### config.mk
export PLATFORM = sky130hd
export DESIGN_NAME = conflict_monitor
export DESIGN_NICKNAME = d
export VERILOG_FILES = /design/src/rtl/traffic_pkg.sv /design/src/rtl/lamp_rule_checker.sv /design/src/rtl/conflict_monitor.sv
export SDC_FILE = /design/constraint.sdc
export NUM_CORES = 1
export LEC_CHECK = 0
export ABC_AREA = 1
export ABC_CLOCK_PERIOD_IN_PS = 1800
export CAP_MARGIN = 0
export CORE_ASPECT_RATIO = 2
export CORE_MARGIN = 5
export CORE_UTILIZATION = 45
export CTS_CLUSTER_SIZE = 20
export DETAILED_ROUTE_END_ITERATION = 8
export PLACE_DENSITY = 0.76
export SETUP_SLACK_MARGIN = 0.5
export SLEW_MARGIN = 40
export SYNTH_ARGS = -nofsm -noshare
export SYNTH_HDL_FRONTEND = slang
export SYNTH_SLANG_ARGS = --single-unit
export TNS_END_PERCENT = 10
### constraint.sdc
create_clock -name clk -period 1.8 [get_ports clk]
set_input_delay 0.36 -clock clk [delete_from_list [all_inputs] [get_ports clk]]
set_output_delay 0.36 -clock clk [all_outputs]
set_load 0.01 [all_outputs]
### src/rtl/traffic_pkg.sv
// Shared types and constants for the traffic-light safety monitor.
package traffic_pkg;

  typedef enum logic [1:0] {
    START   = 2'd0,
    MONITOR = 2'd1,
    FLASH   = 2'd2
  } state_t;

  localparam logic [2:0] FC_NONE  = 3'd0;
  localparam logic [2:0] FC_CROSS = 3'd1;
  localparam logic [2:0] FC_WALK  = 3'd2;
  localparam logic [2:0] FC_DARK  = 3'd3;
  localparam logic [2:0] FC_SEQ   = 3'd4;

  // One lamp command set: main road, side road, walk.
  typedef struct packed {
    logic rm;
    logic ym;
    logic gm;
    logic rs;
    logic ys;
    logic gs;
    logic w;
  } lamps_t;

  localparam lamps_t ALL_RED = '{rm: 1'b1, ym: 1'b0, gm: 1'b0,
                                 rs: 1'b1, ys: 1'b0, gs: 1'b0, w: 1'b0};

  // True when exactly one of the three lamps of a road is lit.
  function automatic logic one_hot3(input logic [2:0] v);
    return (v == 3'b001) || (v == 3'b010) || (v == 3'b100);
  endfunction

endpackage

### src/rtl/lamp_rule_checker.sv
// Combinational level-rule check on one lamp set; lowest code wins.
module lamp_rule_checker
  import traffic_pkg::*;
(
  input  lamps_t     lamps,
  output logic       violation_c,
  output logic [2:0] code_c
);

  logic main_go;
  logic side_go;

  // Prioritised level rule evaluation.
  always_comb begin
    main_go = lamps.gm | lamps.ym;
    side_go = lamps.gs | lamps.ys;
    code_c  = FC_NONE;
    if (main_go && side_go) begin
      code_c = FC_CROSS;
    end else if (lamps.w && (main_go || side_go)) begin
      code_c = FC_WALK;
    end else if (!one_hot3({lamps.rm, lamps.ym, lamps.gm}) ||
                 !one_hot3({lamps.rs, lamps.ys, lamps.gs})) begin
      code_c = FC_DARK;
    end
    violation_c = (code_c != FC_NONE);
  end

endmodule

### src/rtl/conflict_monitor.sv
// Safety stage between the signal controller and the lamp drivers.
module conflict_monitor
  import traffic_pkg::*;
#(
  parameter int unsigned CONFLICT_CYCLES = 4,
  parameter int unsigned STARTUP_CYCLES  = 16,
  parameter int unsigned FLASH_HALF      = 8
) (
  input  logic       clk,
  input  logic       reset,
  input  logic       Rm,
  input  logic       Ym,
  input  logic       Gm,
  input  logic       Rs,
  input  logic       Ys,
  input  logic       Gs,
  input  logic       W,
  input  logic       clear_fault,
  output logic       Rm_out,
  output logic       Ym_out,
  output logic       Gm_out,
  output logic       Rs_out,
  output logic       Ys_out,
  output logic       Gs_out,
  output logic       W_out,
  output logic       fault,
  output logic [2:0] fault_code
);

  localparam int unsigned VW = $clog2(CONFLICT_CYCLES) + 1;
  localparam int unsigned SW = $clog2(STARTUP_CYCLES) + 1;
  localparam int unsigned FW = $clog2(FLASH_HALF) + 1;

  state_t        state_q, state_d;
  lamps_t        samp_q, samp_d;
  logic          hist_gm_q, hist_gm_d;
  logic          hist_gs_q, hist_gs_d;
  logic          seq_en_q, seq_en_d;
  logic [SW-1:0] start_cnt_q, start_cnt_d;
  logic [VW-1:0] viol_cnt_q, viol_cnt_d;
  logic [FW-1:0] flash_cnt_q, flash_cnt_d;
  logic          phase_q, phase_d;
  logic [2:0]    code_q, code_d;
  lamps_t        out_q, out_d;
  logic          fault_q, fault_d;
  logic [2:0]    fault_code_q, fault_code_d;

  logic          level_viol_c;
  logic [2:0]    level_code_c;
  logic          seq_viol_c;

  lamp_rule_checker u_rules (
    .lamps       (samp_q),
    .violation_c (level_viol_c),
    .code_c      (level_code_c)
  );

  // Next-state, counters, history and registered output values.
  always_comb begin
    samp_d       = lamps_t'({Rm, Ym, Gm, Rs, Ys, Gs, W});
    hist_gm_d    = samp_q.gm;
    hist_gs_d    = samp_q.gs;
    seq_en_d     = (state_q == MONITOR);
    state_d      = state_q;
    start_cnt_d  = start_cnt_q;
    viol_cnt_d   = viol_cnt_q;
    flash_cnt_d  = flash_cnt_q;
    phase_d      = phase_q;
    code_d       = code_q;
    out_d        = ALL_RED;
    fault_d      = 1'b0;
    fault_code_d = FC_NONE;
    // History is only trusted once a full MONITOR cycle has loaded it.
    seq_viol_c   = seq_en_q & ((hist_gm_q & samp_q.rm) | (hist_gs_q & samp_q.rs));

    case (state_q)
      START: begin
        viol_cnt_d = '0;
        if (start_cnt_q == SW'(STARTUP_CYCLES)) begin
          state_d     = MONITOR;
          start_cnt_d = '0;
        end else begin
          start_cnt_d = start_cnt_q + SW'(1);
        end
      end
      MONITOR: begin
        out_d = samp_q;
        if (seq_viol_c) begin
          state_d     = FLASH;
          code_d      = FC_SEQ;
          phase_d     = 1'b1;
          flash_cnt_d = '0;
          viol_cnt_d  = '0;
        end else if (level_viol_c) begin
          if (viol_cnt_q == VW'(CONFLICT_CYCLES - 1)) begin
            state_d     = FLASH;
            code_d      = level_code_c;
            phase_d     = 1'b1;
            flash_cnt_d = '0;
            viol_cnt_d  = '0;
          end else begin
            viol_cnt_d = viol_cnt_q + VW'(1);
          end
        end else begin
          viol_cnt_d = '0;
        end
      end
      FLASH: begin
        out_d        = '0;
        out_d.rm     = phase_q;
        out_d.rs     = phase_q;
        fault_d      = 1'b1;
        fault_code_d = code_q;
        if (clear_fault && !level_viol_c) begin
          state_d     = START;
          start_cnt_d = '0;
          viol_cnt_d  = '0;
          flash_cnt_d = '0;
          phase_d     = 1'b0;
          code_d      = FC_NONE;
        end else if (flash_cnt_q == FW'(FLASH_HALF - 1)) begin
          flash_cnt_d = '0;
          phase_d     = ~phase_q;
        end else begin
          flash_cnt_d = flash_cnt_q + FW'(1);
        end
      end
      default: state_d = START;
    endcase
  end

  // State and output registers with asynchronous reset.
  always_ff @(posedge clk or posedge reset) begin
    if (reset) begin
      state_q      <= START;
      samp_q       <= '0;
      hist_gm_q    <= 1'b0;
      hist_gs_q    <= 1'b0;
      seq_en_q     <= 1'b0;
      start_cnt_q  <= '0;
      viol_cnt_q   <= '0;
      flash_cnt_q  <= '0;
      phase_q      <= 1'b0;
      code_q       <= FC_NONE;
      out_q        <= ALL_RED;
      fault_q      <= 1'b0;
      fault_code_q <= FC_NONE;
    end else begin
      state_q      <= state_d;
      samp_q       <= samp_d;
      hist_gm_q    <= hist_gm_d;
      hist_gs_q    <= hist_gs_d;
      seq_en_q     <= seq_en_d;
      start_cnt_q  <= start_cnt_d;
      viol_cnt_q   <= viol_cnt_d;
      flash_cnt_q  <= flash_cnt_d;
      phase_q      <= phase_d;
      code_q       <= code_d;
      out_q        <= out_d;
      fault_q      <= fault_d;
      fault_code_q <= fault_code_d;
    end
  end

  assign Rm_out     = out_q.rm;
  assign Ym_out     = out_q.ym;
  assign Gm_out     = out_q.gm;
  assign Rs_out     = out_q.rs;
  assign Ys_out     = out_q.ys;
  assign Gs_out     = out_q.gs;
  assign W_out      = out_q.w;
  assign fault      = fault_q;
  assign fault_code = fault_code_q;

endmodule

; Word level (Yosys, flattened, before mapping)
; Index checks and enable logic that the tools add are counted.
[op_classes]
muxes = 36
order_cmp = 0
mul = 0
eq_ne = 16
shifts = 0
n_addsub = 3
div_mod_pow = 0
n_reduce_logical = 23
n_bitwise = 7
[op_table]
columns = operator, count
row1 = 3-bit two-way mux, 10
row2 = 4-bit two-way mux, 5
row3 = 7-bit one-hot mux with 2 select lines, 1
row4 = 2-bit two-way mux, 6
row5 = 4-bit AND reduction, 3
row6 = 5-bit two-way mux, 2
row7 = 5-bit one-hot mux with 2 select lines, 1
row8 = 3-bit by 2-bit == test with 1-bit output (second input constant), 3
row9 = 3-bit one-hot mux with 3 select lines, 1
row10 = 4-bit one-hot mux with 2 select lines, 1
row11 = 3-bit by 1-bit == test with 1-bit output (second input constant), 2
row12 = 3-bit == test (second input constant), 2
row13 = 1-bit logical OR, 6
row14 = 1-bit two-way mux, 6
row15 = 3-bit by 1-bit != test with 1-bit output (second input constant), 2
row16 = 2-bit one-hot mux with 3 select lines, 1
row17 = 3-bit one-hot mux with 2 select lines, 1
row18 = 3-bit nonzero test, 2
row19 = 5-bit by 1-bit adder with 5-bit output (second input constant), 1
row20 = 5-bit == test (second input constant), 1
row21 = 4-bit by 1-bit adder with 4-bit output (second input constant), 1
row22 = 4-bit by 3-bit == test with 1-bit output (second input constant), 1
row23 = 2-bit != test (second input constant), 2
row24 = 2-bit AND reduction, 2
row25 = 13 further kinds, 22
[word_totals]
memories = 0
mem_bits_rw = 0
latch_bits = 0
out_inout_bits = 11
register_bits = 39
romBits = 0
in_bits = 10
wordCells = 110

; Longest topological paths before layout
[logic_depth]
depth_word = 13
depth_mapped = 11
depth_no_buf = 11

; Cells and area by module
; A second synthesis with hierarchy kept.
[hier_totals]
hier_cells = 205
area_unflattened_um2 = 1845.5
[modules_own_cells]
columns = module, cells_per_inst, area_each_um2, seq_area_each_um2, instances
row1 = conflict_monitor, 176, 1709.1, 978.4, 1
row2 = lamp_rule_checker, 29, 136.4, 0.0, 1

; Worst setup path after synthesis
; Ideal clock, no wire load.
[synth_path]
kind = flip-flop to flip-flop
startpoint = register state_q[1]
endpoint = register viol_cnt_q[0]
period_less_slack_ns = 1.578
required_ns = 1.726
path_slack_ns = 0.222
setup_time_ns = 0.074
stages_incl_launch_ff = 10
arrival_ns = 1.504
n_path_buf = 1
cell_sequence = dfrtp_1 -> inv_1 -> ha_1 -> buf_2 -> inv_1 -> nor2_2 -> o21ai_0 -> a31oi_1 -> nand2_1 -> o21ai_2
[synth_between]
elab_chain_len = 3
elab_cells_between_ends = 7
classes_between = eq/ne (3) / mux (1) / reduce/logical (3)
[synth_lines]
columns = element, line_no
row1 = from (decl), conflict_monitor.sv:34  ; state_t state_q, state_d;
row2 = from (signal assigned), conflict_monitor.sv:149  ; state_q <= state_d;
row3 = 2-bit by 1-bit == test with 1-bit output (*), -
row4 = net seq_en_d, conflict_monitor.sv:38  ; logic seq_en_q, seq_en_d;
row5 = 3-bit nonzero test (no line), -
row6 = 2-bit AND reduction (no line), -
row7 = to (signal assigned), conflict_monitor.sv:155  ; viol_cnt_q <= viol_cnt_d;
row8 = to (decl), conflict_monitor.sv:40  ; logic [VW-1:0] viol_cnt_q, viol_cnt_d;
; The timed path passes the listed nets; every way through them passes the cells marked *.
; A chain may end at the register's enable or synchronous reset.

; Worst setup path after layout
[layout_path]
startpoint = register samp_q (netlist bit hist_gs_d)
endpoint = register code_q[2]
[layout_between]
elab_chain_len = 13
elab_cells_between_ends = 24
classes_between = eq/ne (5) / mux (7) / bitwise (1) / reduce/logical (11)
[layout_lines]
columns = element, line_no
row1 = from (decl), conflict_monitor.sv:35  ; lamps_t samp_q, samp_d;
row2 = from (signal assigned), conflict_monitor.sv:150  ; samp_q <= samp_d;
row3 = 3-bit by 1-bit == test with 1-bit output / 3-bit by 2-bit == test with 1-bit output (equally long branches), traffic_pkg.sv:32  ; return (v == 3'b001) || (v == 3'b010) || (v == 3'b100);
row4 = 1-bit logical OR (2 in series), traffic_pkg.sv:32
row5 = 1-bit zero test, lamp_rule_checker.sv:23  ; !one_hot3({lamps.rs, lamps.ys, lamps.gs})) begin
row6 = 1-bit logical OR, lamp_rule_checker.sv:22  ; end else if (!one_hot3({lamps.rm, lamps.ym, lamps.gm}) ||
row7 = 2-bit two-way mux, lamp_rule_checker.sv:22
row8 = 3-bit two-way mux, lamp_rule_checker.sv:20  ; end else if (lamps.w && (main_go || side_go)) begin
row9 = 3-bit two-way mux (*), lamp_rule_checker.sv:18  ; if (main_go && side_go) begin
row10 = 3-bit nonzero test, lamp_rule_checker.sv:26  ; violation_c = (code_c != FC_NONE);
row11 = 1-bit zero test, conflict_monitor.sv:114  ; if (clear_fault && !level_viol_c) begin
row12 = 1-bit logical AND, conflict_monitor.sv:114
row13 = 2-bit != test (no line), -
row14 = 4-bit AND reduction (no line), -
row15 = to (signal assigned), conflict_monitor.sv:158  ; code_q <= code_d;
row16 = to (decl), conflict_monitor.sv:43  ; logic [2:0] code_q, code_d;
; Mark *: on every way between the ends. The rest lies on a longest branch, timed or not. The select of a mux whose other input is x is not followed.

==> results.md <==
- TNS Setup: 0 ns
- Synth Cell Area: 1870 um2
- Clk_lat worst skew: 0.28 ns
- Unrepaired setup endpoints after global routing: true
- Die outline area: 5610 um2
- Fillcell total: 406
- Leak Pwr: 1.16 nW
- Worst slack, placed: 0.239 ns
- Max Freq: 0.658 GHz
- CTS buffer count: 5
- Mean Syn Cell Area: 9.28 um2
- Count of different cell masters after synthesis: 30
- Worst-margin pin slew: 0.285 ns
- GRT Overall Usage: 0.143
- DR vias: 1391
- Die Wd: 55.5 um
- Slew Viols, Final: 0
- Effective utilization at floorplan: 0.461
- Pre-Repair DR Iteration Count: 4
- Via density: 4.83
- Layout cells sized above 1: 0.186
- Largest net degree at the start of global routing: 40
- Reg2reg path depth: 8
- Mapped Cells: 201
- Post-synth top area share: 0.496
- CP endpoint kind: flop
- Fin. Hold Viols: 0
- Nets@finish: 253
- # rows: 33
- HPWL Detailed: 2570 um
- Final instance area: 2300 um2
- IO Port Bufs: 20
- First-pass GRT wire length: 6150 um
- Post-detailed-route count of antenna-violating nets: 0
- Worst Path Arrival: 1.70 ns
- Count leader, synth: nand2_1
- Initial antenna violation count: 0
- Setup ws final: 0.280 ns
- H-Tree Depth: 2
- Mapped Nets: 219
- CP Class: flop to flop
- Slew headroom: 0.810
- Final Cycle Share: 0.844
- Number of max-cap violations: 0
- Setup Skew: 0.00394 ns
- Synth top area cells: dfrtp_1, nand2_1, inv_1, ha_1, nand3_1
- Max Buffers Root-to-Sink: 2
- Final Power: 3.02 mW
- Placed cell areas: 2180 um2
- Antenna diode count: 0
- Vias in the first global route: 1493
- Area delta synth->final: 23.3%
- Leading cell types by count after synthesis: nand2_1, dfrtp_1, inv_1
- Fin crit period: 1.52 ns
- Startpoint types: flop
- Avg WL per Cell: 11.8 um
- Congestion Overflow GR: 0
- Drt initial violations: 25
- EDFF count, synth: 0
- Maximum fanout along the worst path: 8
- Final WL: 3400 um
- Root Buffer: clkbuf_8
- I/O pin count: 21
- Power per standard cell area: 1310 nW/um2
- Clock sink count: 39
- Hold_buf cts: 0
- Worst EP required: 1.98 ns
- Die height: 101 um
- Asr flop ratio synth: 1.00
- Main synth FF type: dfrtp_1
- Hold WS: 0.423 ns
- Final setup viols: 0
- Clock transition at path regs: 0.07 ns
- YS warnings: 0
- FF+latch count, synth: 39
- Core area: 4050 um2
- Dominant cell type by area after synthesis: dfrtp_1
- Worst min path class: primary input to async pin
- CTS tree: yes
- Worst vdd ir: 0.745 mV
- Register area share after synthesis: 0.524
- GP Congestion: 0.774
- # DRC: 0
- Status: finished clean
-- worst max-delay path, stage by stage, from the launching register on --
cell and delay (ns):
dfrtp_1 0.42, inv_1 0.08, nand2_2 0.06, o21ai_2 0.28, nand4_4 0.17, nand2_4 0.17
nand3_2 0.11, nand2_1 0.08, nand2_1 0.05
-- flip-flops by register name (all words and copies together), names as in the netlist, 2 cells and up --
name	count
samp_q	5
viol_cnt_q	3
code_q	3
fault_code	3
state_q	2
start_cnt_q	5
flash_cnt_q	4
-- cell type report --
class / count / area (um2) / area share
sequential: 39 / 978 / 0.425
multi-input combinational: 128 / 781 / 0.339
timing repair buffer: 29 / 273 / 0.119
inverter: 32 / 123 / 0.0533
clock buffer: 8 / 80.1 / 0.0348
tap: 52 / 65.1 / 0.0283
-- metal layers --
metal  track usage  share of wire  vias up
li1              -              -      708
met1         0.132           0.35      650
met2         0.268           0.59       20
met3        0.0244          0.021       13
met4         0.114          0.044        0
met5             0              0        -
-- kinds of logic after synthesis --
family / Yosys count / synth area share
DFF: 39 / 0.524
and+or+nand+nor: 94 / 0.251
adders and majority gates: 8 / 0.0537
buffers and inverters: 34 / 0.0691
xor gates and xnor gates: 5 / 0.0235
AOI/OAI and AO/OA: 21 / 0.0785
-- stage by stage --
stage	std cells	utilization
final	288	0.568
after global routing	288	0.568
after CTS	287	0.563
after detailed placement	275	0.538
after global placement	275	0.538
after floorplan	201	-
-- placed cells by master, fill, tap and decap left out, drive strengths merged, types with 4 or more instances in the layout --
| cell | count |
|---|---|
| ha | 8 |
| nand3 | 19 |
| nand2 | 60 |
| clkdlybuf4s50 | 17 |
| xor2 | 4 |
| o21ai | 15 |
| nor2 | 7 |
| inv | 32 |
| nand4 | 6 |
| buf | 10 |
| dfrtp | 37 |
| clkbuf | 8 |
-- what timing repair did --
item,in CTS,in global routing
setup buffers,4,1
setup endpoints to repair,29,28
pin swaps,1,0
resized for setup,7,4
-- power breakdown --
part	switching [mW]	total, mW	leakage, nW	internal (mW)
logic	0.697	1.21	0.619	0.511
clock network	0.274	0.549	0.0395	0.275
registers	0.155	1.26	0.502	1.11
-- path summary, 6_finish.rpt --
| path | startpoint | slack, ns | endpoint |
|---|---|---|---|
| min | reset | 0.42 | samp_q[5] |
| max reg2reg | hist_gs_d | 0.28 | code_q[2] |
| min reg2reg | hist_gm_d | 0.45 | hist_gm_q |
| max | hist_gs_d | 0.28 | code_q[2] |
| min in group clk | hist_gm_d | 0.45 | hist_gm_q |
| max in group asynchronous | reset | 1.13 | Rm_out |
(Power assumes the default switching activity.)
